==> src/rtl/term_inject_arbiter.sv <==
// term_inject_arbiter
//   Round-robin injection arbiter that shares one router terminal ingress
//   between NUM_REQ local packet sources. The winning head packet is moved
//   into a one-entry holding register. That register is presented to the
//   router with the same pending/data/pop handshake a terminal FIFO uses.
//   The register can be reloaded in the same cycle it is consumed, which
//   sustains one packet per clock.
//
// Ports
//   clk            rising-edge clock
//   reset          asynchronous, active-low reset
//   req_pndng      per-requester "head packet available"
//   req_data       head packet of requester i at [i*pckg_sz +: pckg_sz]
//   req_pop        one-hot pop to the granted requester (combinational)
//   pndng_i_in     holding register valid, to the router terminal
//   data_out_i_in  held packet, to the router terminal
//   popin          router consumed the held packet this cycle
//   grant_id       index of the requester whose packet is held
//   pkt_cnt        packets consumed by the router (wraps at 16 bits)
module term_inject_arbiter #(
    parameter int NUM_REQ = 4,
    parameter int pckg_sz = 40,
    parameter int IDW     = $clog2(NUM_REQ)
) (
    input  logic                       clk,
    input  logic                       reset,
    input  logic [NUM_REQ-1:0]         req_pndng,
    input  logic [NUM_REQ*pckg_sz-1:0] req_data,
    output logic [NUM_REQ-1:0]         req_pop,
    output logic                       pndng_i_in,
    output logic [pckg_sz-1:0]         data_out_i_in,
    input  logic                       popin,
    output logic [IDW-1:0]             grant_id,
    output logic [15:0]                pkt_cnt
);

    typedef enum logic {EMPTY, FULL} state_t;

    state_t             state_q, state_nxt;
    logic [pckg_sz-1:0] data_q, data_nxt;
    logic [IDW-1:0]     gid_q, gid_nxt;
    logic [IDW-1:0]     rr_q, rr_nxt;
    logic [15:0]        cnt_q, cnt_nxt;

    logic [IDW-1:0]     gid_inc;
    logic [IDW-1:0]     base;
    logic [IDW-1:0]     winner;
    logic [IDW-1:0]     idx_t;
    logic               found;
    logic               load;
    logic               consume;
    int unsigned        idx;

    always_ff @(posedge clk or negedge reset) begin
        if (!reset) begin
            state_q <= EMPTY;
            data_q  <= '0;
            gid_q   <= '0;
            rr_q    <= '0;
            cnt_q   <= '0;
        end else begin
            state_q <= state_nxt;
            data_q  <= data_nxt;
            gid_q   <= gid_nxt;
            rr_q    <= rr_nxt;
            cnt_q   <= cnt_nxt;
        end
    end

    always_comb begin
        gid_inc   = '0;
        base      = '0;
        winner    = '0;
        idx_t     = '0;
        idx       = 0;
        found     = 1'b0;
        load      = 1'b0;
        consume   = 1'b0;
        req_pop   = '0;
        state_nxt = state_q;
        data_nxt  = data_q;
        gid_nxt   = gid_q;
        rr_nxt    = rr_q;
        cnt_nxt   = cnt_q;

        // modulo increment written out so non-power-of-two NUM_REQ wraps correctly
        if (int'(gid_q) == NUM_REQ - 1)
            gid_inc = '0;
        else
            gid_inc = gid_q + IDW'(1);

        // while a packet is being consumed, priority rotates past its owner
        base = (state_q == EMPTY) ? rr_q : gid_inc;

        for (int unsigned k = 0; k < NUM_REQ; k++) begin
            idx   = (int'(base) + k) % NUM_REQ;
            idx_t = IDW'(idx);
            if (!found && req_pndng[idx_t]) begin
                found  = 1'b1;
                winner = idx_t;
            end
        end

        consume = (state_q == FULL) && popin;
        load    = found && ((state_q == EMPTY) || consume);

        if (load && reset)
            req_pop[winner] = 1'b1;

        if (consume)
            cnt_nxt = cnt_q + 16'd1;

        if (load) begin
            data_nxt  = req_data[winner*pckg_sz +: pckg_sz];
            gid_nxt   = winner;
            state_nxt = FULL;
        end else if (consume) begin
            state_nxt = EMPTY;
            rr_nxt    = gid_inc;
        end
    end

    assign pndng_i_in    = (state_q == FULL);
    assign data_out_i_in = data_q;
    assign grant_id      = gid_q;
    assign pkt_cnt       = cnt_q;

endmodule

==> config.mk <==
export PLATFORM = sky130hd
export DESIGN_NAME = term_inject_arbiter
export DESIGN_NICKNAME = d
export VERILOG_FILES = /design/src/rtl/term_inject_arbiter.sv
export SDC_FILE = /design/constraint.sdc
export NUM_CORES = 1
export LEC_CHECK = 0
export CAP_MARGIN = 15
export CORE_ASPECT_RATIO = 2
export CORE_UTILIZATION = 28
export DETAILED_ROUTE_END_ITERATION = 6
export RECOVER_POWER = 100
export SETUP_SLACK_MARGIN = 0.2
export SYNTH_ARGS = -nofsm -noshare
export SYNTH_HDL_FRONTEND = slang
export SYNTH_SLANG_ARGS = --single-unit
==> constraint.sdc <==
create_clock -name clk -period 6.4 [get_ports clk]
set_input_delay 0.96 -clock clk [delete_from_list [all_inputs] [get_ports clk]]
set_output_delay 0.96 -clock clk [all_outputs]
set_load 0.005 [all_outputs]
==> results of run 1 <==
-- synth_stat cells, types with 4 or more instances --
cell | n | area share, %
xor2_1 | 6 | 1.3
o21ai_1 | 8 | 0.98
dfrtp_1 | 61 | 37
nor2_1 | 50 | 4.6
and3_1 | 4 | 0.61
nand3_1 | 18 | 2.2
inv_1 | 41 | 3.8
xnor2_1 | 9 | 1.9
nand4_1 | 7 | 1.1
and4_1 | 41 | 8.8
nand2_1 | 16 | 1.5
a31oi_1 | 69 | 11
o21ai_0 | 36 | 4.4
a21oi_1 | 29 | 3.6
a221oi_1 | 26 | 5.6
clkbuf_1 | 51 | 4.7
nor2b_1 | 7 | 1.1
-- sequential cells by signal, indices dropped and copies added, names as in the netlist --
| name | count |
|---|---|
| data_out_i_in | 40 |
| pndng_i_in | 1 |
| rr_q | 2 |
| grant_id | 2 |
| pkt_cnt | 16 |
-- final cells by class --
type                    count  area (µm²)  area share, %
well taps                 192       240.2          3.538
multi-input cells         351        2210          32.54
flip-flops and latches     61        1526          22.48
repair buffers            237        2342          34.49
inverters                  41       153.9          2.266
clock inverters             6       71.32          1.050
clock buffers              10       239.0          3.519
diodes                      3       7.507         0.1106
-- final timing paths --
path                         startpoint                end  slack (ps)  depth (start not counted)
max                        req_pndng[2]         req_pop[1]        1600                          6
min                         pkt_cnt[15]        pkt_cnt[15]         480                          1
max reg2reg                 grant_id[0]  data_out_i_in[31]        3170                          6
min reg2reg                 pkt_cnt[15]        pkt_cnt[15]         480                          1
max in group asynchronous         reset  data_out_i_in[35]        2700                          2
min in group asynchronous         reset  data_out_i_in[25]         960                          1
-- report_power, final --
group | switching [mW] | leakage [nW] | total [mW] | internal, mW
clock | 0.190 | 0.145 | 0.505 | 0.314
sequential | 0.109 | 0.724 | 0.658 | 0.549
combinational | 0.731 | 1.88 | 1.35 | 0.619
total | 1.03 | 2.75 | 2.51 | 1.48
-- kinds of logic (layout without fill, tap and decap cells) --
kind of cell,Yosys count,after routing,synth area share (%)
adder cells (fa/ha/maj),2,2,0.6132
AO/OA/AOI/OAI,175,175,26.71
XOR/XNOR,15,15,3.220
flip-flops,61,61,37.41
buffers and inverters,96,294,9.107
multiplexers,5,5,1.410
AND/OR/NAND/NOR,154,154,21.53
other,0,3,0
-- critical path: stages --
cell	delay [ps]
dlygate4sd3_1	1060
nor4_1	250
nor2b_4	600
nand2_1	190
nor2b_1	180
dlygate4sd3_1	590
-- stage by stage --
step / utilization (%) / setup WS [ps] / total power, mW / hold slack [ps]
after detailed placement: 45.40 / 1728 / 2.088 / 476.1
after global routing: 47.57 / 1354 / 2.699 / 502.4
after global placement: 45.40 / 1785 / 2.059 / 467.8
after CTS: 47.57 / 1720 / 2.606 / 484.7
after floorplan: - / 3179 / 1.408 / 463.2
final: 47.57 / 1600 / 2.512 / 475.8
-- routing by layer --
metal  up-vias  share of wire [%]
li1       2280                  -
met1      2211                 36
met2       193                 55
met3        34                5.3
met4         0                3.6
met5         -                  0
==> summary.md, run 1 <==
| Metric | Value |
|---|---|
| Die width | about 87 µm |
| Layout cell share with drive strength beyond 1 | 4.108% |
| Synthesized net count | between 600 and 700 |
| Fmax | between 0.2 and 0.25 GHz |
| Worst Hold Class | flop to flop |
| Vias after detailed routing | 4718 |
| ANT nets after route | 0 |
| Asr flop ratio synth | 100.0% |
| Cells after Synth | slightly above 500 |
| Final instance area | 0.006790 mm² |
| Met2 global-route usage | around 40% |
| RSZ-0062 raised after global routing | false |
| CP startpoint kind | input pin |
| PostCTS Resize Cnt | 0 |
| Vias in the first global route | 4668 |
| Setup_tns | 0 ps |
| CTS root buf | clkbuf_16 |
| Setup bufs post-CTS | 0 |
| Final wirelength | about 16 mm |
| Yosys reg bits | 61 |
| Seq/Total Area, Yosys | around 37% |
| Via density per instance | 5.236 |
| Unique masters post-synth | 35 |
| Max-slew violations | 84 |
| Leak | 2.747 nW |
| All-Layer GR Usage | 21.69% |
| Dpl cell area | 0.006480 mm² |
| Pre-antenna DRT Iters | 5 |
| Number of synthesized flops with an enable pin | 0 |
| Met1 Use GR | 23.31% |
| Crit-path max FO | 24 |
| DRC | 0 |
| Core Region | 0.01427 mm² |
| Failing checks | max-capacitance violations, max-slew violations |
| Die Span Y | 172.7 µm |
| Synthesized area | 0.004080 mm² |
| Most common cell after layout, fill and taps aside | clkdlybuf4s50_1 |
| Slew headroom | -47.32% |
| Layout fillers | 1475 |
| Initial core utilization | 28.59% |
| Worst-Skew Late Latency | 330 ps |
| Yosys warnings | 0 |
| Most used DFF post-synth | dfrtp_1 |
| Net count, final | 870 |
| Clock-pin slew on the worst setup and hold paths | about 60 ps |
| H-tree lvl count | 3 |
| # setup viols final | 0 |
| Clock sink count | a little over 60 |
| Crit path DAT | 3840 ps |
| GR peak layer | met2 |
| Final GP Congestion | 0.8908 |
| Antenna violations before repair | 3 |
| Area grow syn2layout | 66.42% |
| Minimum clock period | 4800 ps |
| Status | complete, but fails checks |
| Fin cells | 901 |
| CTS tree | done |
| Iter 0 DRT Violations | 232 |
| Slew @ Worst Pin | 2210 ps |
| Final hold vios | 0 |
| Row count | 62 |
| CTS max path bufs | 2 |
| Total grt overflow | 0 |
| Worst endpoint required time | 5440 ps |
| Met3 usage | 3.866% |
| Fin crit share | 75.00% |
| Post-DP HPWL | 12.33 mm |
| Wire per inst | around 18 µm |
| CP Class | input pin to output pin |
| Crit. End Element | output pin |
| Die area | 0.01509 mm² |
| I/O Buffers | between 200 and 250 |
| Most frequent cells in the layout | 164 x clkdlybuf4s50_1, 69 x a31oi_1, 64 x dlygate4sd3_1 |
| Maximum VDD drop | around 0.15 mV |
| Top-Level Pins | 230 |
| Setup Skew | 5.106 ps |
| First-pass GRT wire length | approximately 25 mm |
| Hold-fix buffers, CTS | 0 |
| CTS Buf Count | 9 |
| Dpl cells | 882 |
| P per Cell Area | 370.0 mW/mm² |
| Syn avg cell area | 8.032 µm² |
| Largest net degree at the start of global routing | 44 |
| Max Cap Viol | 2 |
Note: power is estimated with default switching activity, not from simulation.
==> run 2, diff against run 1 <==
==> constraint.sdc (replaced) <==
create_clock -name clk -period 4 [get_ports clk]
set_input_delay 0.6 -clock clk [delete_from_list [all_inputs] [get_ports clk]]
set_output_delay 0.6 -clock clk [all_outputs]
set_load 0.005 [all_outputs]
==> summary.md, run 2 (synthesis gave the netlist of run 1 again) <==
| Metric | Value |
|---|---|
| Crit-path max FO | 27 (+13%) |
| Maximum VDD drop | 0.2673 mV (+74%) |
| Worst reg2reg path depth | 6 (unchanged) |
| Clock-pin slew on the worst setup and hold paths | 70 ps (about the same) |
| All-Layer GR Usage | 22.38% (+0.69 points) |
| Net count, final | 877 (+0.80%) |
| Final hold vios | 0 (unchanged) |
| H-tree lvl count | 3 (unchanged) |
| Antenna violations before repair | 1 (-2) |
| Crit path DAT | 3110 ps (-730 ps) |
| Area grow syn2layout | 67.56% |
| Clock sink count | 61 (unchanged) |
| Worst Hold Class | input pin to asynchronous set/reset pin |
| Largest net degree at the start of global routing | 61 (+39%) |
| Core Region | 0.01427 mm² (unchanged) |
| Setup bufs post-CTS | 0 (unchanged) |
| DRC | 0 (unchanged) |
| Power, Total | 4.070 mW (+62%) |
| RSZ-0062 raised after global routing | false |
| Critical path startpoint | grant_id[0] |
| Pre-antenna DRT Iters | 4 (-1) |
| Setup_tns | 0 ps (unchanged) |
| CP startpoint kind | flop |
| Total grt overflow | 0 (unchanged) |
| Crit. End Element | output pin |
| Top-Level Pins | 230 (unchanged) |
| CTS Buf Count | 9 (unchanged) |
| Via density per instance | 5.352 (+2.2%) |
| CTS max path bufs | 2 (unchanged) |
| Slew headroom | -23.38% (+24 points) |
| Final GP Congestion | 0.8628 (-3.1%) |
| Status | complete, but fails checks |
| Wire per inst | 18.50 µm (+2.2%) |
| Leak | 2.774 nW (+1.0%) |
| Minimum clock period | 3714 ps |
| Fin crit share | 92.86% |
| Largest register FFs | 40 (unchanged) |
| P per Cell Area | 595.3 mW/mm² (+61%) |
| First-pass GRT wire length | 25.49 mm (+2.5%) |
| RR Startpoint | grant_id[0] |
| Slew @ Worst Pin | 1851 ps (-359.1 ps) |
| Layout cell share with drive strength beyond 1 | 5.049% (+0.94 points) |
| Post-DP HPWL | 12.47 mm (+1.1%) |
| Fmax | 0.2692 GHz |
| CP Class | flop to output pin |
| CTS root buf | clkbuf_16 |
| Hold-fix buffers, CTS | 0 (unchanged) |
| Initial core utilization | 28.59% (unchanged) |
| Vias after detailed routing | 4849 (+2.8%) |
| Iter 0 DRT Violations | 214 (-7.8%) |
| Worst endpoint required time | 3400 ps (-2040 ps) |
| CTS tree | done |
| Die area | 0.01509 mm² (unchanged) |
| Failing checks | max-capacitance violations, max-slew violations |
| Most common cell after layout, fill and taps aside | clkdlybuf4s50_1 |
| Die Span Y | 172.7 µm (unchanged) |
| Die width | 87.36 µm (unchanged) |
| ANT nets after route | 0 (unchanged) |
| Vias in the first global route | 4760 (+2.0%) |
| Row count | 62 (unchanged) |
| # setup viols final | 0 (unchanged) |
| Final wirelength | 16.76 mm (+2.7%) |
| Max-slew violations | 73 (-13%) |
| Most frequent cells in the layout | 165 x clkdlybuf4s50_1, 69 x a31oi_1, 63 x dlygate4sd3_1 |
| Worst-Skew Late Latency | 340 ps (about the same) |
| Max Cap Viol | 2 (unchanged) |
| I/O Buffers | 229 (unchanged) |
| Setup Skew | 11.15 ps (+6.043 ps) |
| PostCTS Resize Cnt | 0 (unchanged) |
## run 2: cell types whose count changed in the layout (fill, tap and decap cells not counted)
cell	before	now
diode_2	3	1
dlygate4sd3_1	64	63
clkbuf_1	2	3
a211o_1	1	0
clkinv_4	2	3
clkbuf_8	1	0
clkbuf_2	0	1
a211o_2	0	1
inv_6	1	0
clkinv_2	0	1
clkdlybuf4s50_1	164	165
buf_12	0	1
buf_4	7	11
## run 2: metal layers
metal  global-route usage (%)  routed length [µm]  vias up
met5                        0                   0        -
li1                         -                   -     2288
met4                    15.44                1100        0
met1                    24.35                6025     2275
met3                    3.532                 906       58
met2                    38.51                8728      228
## run 2: power breakdown
group          leakage [nW]  switching [mW]  internal, mW  total, mW
Sequential            0.724           0.169         0.878       1.05
Combinational          1.91            1.21          1.02       2.23
Clock                 0.142           0.311         0.484      0.795
## run 2: layout make-up
cell class,instances,area [µm²]
clock inverters,7,76.32
multi-input cells,351,2211
inverters,41,153.9
fillers,1474,7437
repair buffers,244,2401
diodes,1,2.502
well taps,192,240.2
flip-flops and latches,61,1526
clock buffers,9,225.2
## run 2: worst max-delay path: stages, from the launching register on
cell and delay [ps]:
dfrtp_1 430, ha_1 340, mux2_2 390, a21oi_1 180, o311a_1 150, clkbuf_2 530, nor2b_1 230, clkdlybuf4s50_1 510
## run 2: worst paths after layout
path,slack (ps),to
setup / recovery,290,req_pop[1]
hold / removal,180,grant_id[0]
setup reg to reg,1120,data_out_i_in[24]
hold reg to reg,470,pkt_cnt[15]
max in group asynchronous,1910,data_out_i_in[18]
min in group clk,470,pkt_cnt[15]
## run 2: through the flow
step	utilization (%)	hold WS, ps	setup WS (ps)	instance area, µm²	cells
4_1_cts	47.97	90.92	333.9	6847	905
3_3_place_gp	45.85	460.4	731.3	6545	889
6_report	47.90	178.9	285.6	6837	906
2_1_floorplan	-	304.4	1419	4080	508
5_1_grt	47.90	200.3	167.2	6837	906
3_5_place_dp	45.85	460.4	667.9	6545	889
==> run 3, diff against run 2 <==
--- a/config.mk
+++ b/config.mk
@@ -7,8 +7,9 @@
 export LEC_CHECK = 0
 export CAP_MARGIN = 15
 export CORE_ASPECT_RATIO = 2
-export CORE_UTILIZATION = 28
+export CORE_UTILIZATION = 35
 export DETAILED_ROUTE_END_ITERATION = 6
+export PLACE_DENSITY = 0.77
 export RECOVER_POWER = 100
 export SETUP_SLACK_MARGIN = 0.2
 export SYNTH_ARGS = -nofsm -noshare
==> summary.md, run 3 (synthesis gave the netlist of run 1 again) <==
| Metric | Value |
|---|---|
| DRC | 0 (unchanged) |
| Final wirelength | 15.38 mm (-8.2%) |
| Top-Level Pins | 230 (unchanged) |
| Max Cap Viol | 1 (-1) |
| Maximum VDD drop | 0.2850 mV (+6.6%) |
| Net count, final | 875 (-0.23%) |
| PostCTS Resize Cnt | 0 (unchanged) |
| RR Startpoint | grant_id[0] |
| Die width | 78.35 µm (-10%) |
| Slew headroom | -15.57% (+7.8 points) |
| Status | complete, but fails checks |
| Critical path capture point | req_pop[2] |
| Final GP Congestion | 0.9475 (+9.8%) |
| CP Class | flop to output pin |
| Setup_tns | 0 ps (unchanged) |
| Most common cell after layout, fill and taps aside | clkdlybuf4s50_1 |
| Largest register FFs | 40 (unchanged) |
| Layout cell share with drive strength beyond 1 | 4.641% (-0.41 points) |
| First-pass GRT wire length | 23.99 mm (-5.9%) |
| # setup viols final | 0 (unchanged) |
| Die area | 0.01212 mm² (-20%) |
| ANT nets after route | 0 (unchanged) |
| CTS root buf | clkbuf_16 |
| Worst-Skew Late Latency | 320 ps (-20 ps) |
| Core Region | 0.01135 mm² (-20%) |
| Clock-pin slew on the worst setup and hold paths | 50 ps (-20 ps) |
| Power, Total | 4.113 mW (+1.1%) |
| Pre-antenna DRT Iters | 6 (+2) |
| Fin crit share | 92.25% (-0.60 points) |
| Crit. End Element | output pin |
| Clock sink count | 61 (unchanged) |
| Internal power | 2.501 mW (+4.9%) |
| CTS tree | done |
| Initial core utilization | 35.93% (+7.3 points) |
| Max-slew violations | 44 (-40%) |
| Vias after detailed routing | 4819 (-0.62%) |
| CTS max path bufs | 2 (unchanged) |
| Fin cells | 854 (-5.7%) |
| Iter 0 DRT Violations | 261 (+22%) |
| Critical R2R Capture | data_out_i_in[35] |
| Setup Skew | 4.894 ps (-6.256 ps) |
| CTS Buf Count | 9 (unchanged) |
| Worst Hold Class | input pin to asynchronous set/reset pin |
| CP max-delay cell | clkdlybuf4s50_1 |
| Critical path startpoint | grant_id[0] |
| Antenna violations before repair | 1 (unchanged) |
| Setup bufs post-CTS | 0 (unchanged) |
| Vias in the first global route | 4831 (+1.5%) |
| Slew @ Worst Pin | 1734 ps (-117.1 ps) |
| Minimum clock period | 3690 ps (-24.18 ps) |
| All-Layer GR Usage | 25.49% (+3.1 points) |
| H-tree lvl count | 3 (unchanged) |
| Hold-fix buffers, CTS | 0 (unchanged) |
| Wire per inst | 18.01 µm (-2.6%) |
| Via density per instance | 5.643 (+5.4%) |
| Switching power | 1.612 mW (-4.4%) |
| Post-DP HPWL | 11.47 mm (-8.0%) |
| CP max stage delay | 530 ps (about the same) |
| Reg power frac | 25.6% (about the same) |
| RSZ-0062 raised after global routing | false |
| Fmax | 0.2710 GHz (+0.66%) |
| Clock network power share | 21.4% (+1.9 points) |
| Die Span Y | 154.7 µm (-10%) |
| Worst endpoint required time | 3400 ps (about the same) |
| Area grow syn2layout | 66.73% |
| Comb power frac | 53.0% (-1.7 points) |
| I/O Buffers | 229 (unchanged) |
| Hold_ws | 460.0 ps (+281.1 ps) |
| Dpl cells | 837 (-5.8%) |
| Crit path DAT | 3090 ps (-20 ps) |
| Final hold vios | 0 (unchanged) |
| Flop2flop setup slack | 1020 ps (-100 ps) |
| Failing checks | max-capacitance violations, max-slew violations |
| Worst reg2reg path depth | 6 (unchanged) |
| Total grt overflow | 0 (unchanged) |
| Leak | 2.799 nW (+0.88%) |
| Crit path cell chain | ha_1 -> mux2_1 -> a211oi_1 -> a211o_1 -> nand2_1 -> nor2_1 -> clkdlybuf4s50_1 |
| CP startpoint kind | flop |
| P per Cell Area | 604.6 mW/mm² (+1.6%) |
| Row count | 55 (-11%) |
| Largest net degree at the start of global routing | 61 (unchanged) |
| Switching share of total power | 39.19% (-2.2 points) |
| Crit-path max FO | 15 (-44%) |
| Most frequent cells in the layout | 165 x clkdlybuf4s50_1, 69 x a31oi_1, 63 x dlygate4sd3_1 |
==> run 3: worst min path at each step <==
stage / endpoint / slack [ps]
detailed placement: pkt_cnt[15] / 470
floorplan: data_out_i_in[0] / 300
CTS: data_out_i_in[38] / 230
global route: pkt_cnt[15] / 490
finish: data_out_i_in[25] / 460
global placement: pkt_cnt[15] / 470
==> run 3: critical path, delay by kind of cell, from the launching register on <==
kind | cells | cell delay (ps)
muxes | 1 | 480
AOI/OAI and AO/OA | 2 | 780
and+or+nand+nor | 2 | 210
buffers and inverters | 1 | 530
DFF | 1 | 430
adders and majority gates | 1 | 350
==> run 3: cell type report <==
cell class              count  area, µm²
fillers                  1029       4552
multi-input cells         351       2210
clock inverters             3      65.06
flip-flops and latches     61       1526
clock buffers              13      280.3
well taps                 142      177.7
repair buffers            242       2387
diodes                      1      2.502
inverters                  41      153.9
==> run 3: metal layers <==
| layer | vias to the layer above | routed length (µm) | global-route usage (%) |
|---|---|---|---|
| li1 | 2289 | - | - |
| met1 | 2286 | 5571 | 26.63 |
| met2 | 204 | 8404 | 46.49 |
| met3 | 40 | 750 | 4.307 |
| met4 | 0 | 654 | 15.26 |
| met5 | - | 0 | 0 |
==> run 3: per-stage QoR <==
stage	worst slack [ps]	instance area [µm²]	util, %
after global placement	798.3	6467	56.96
after global routing	148.6	6803	59.91
after floorplan	1419	4080	-
final	309.8	6803	59.91
after CTS	402.8	6813	60.00
after detailed placement	727.2	6467	56.96
==> run 3: power groups by stage <==
stage / clock network [mW] / logic, mW / registers [mW]
2_1_floorplan: 0 / 1.19 / 1.06
3_3_place_gp: 0 / 2.21 / 1.06
3_5_place_dp: 0 / 2.27 / 1.07
4_1_cts: 0.899 / 2.27 / 1.06
5_1_grt: 0.931 / 2.38 / 1.09
6_report: 0.882 / 2.18 / 1.05
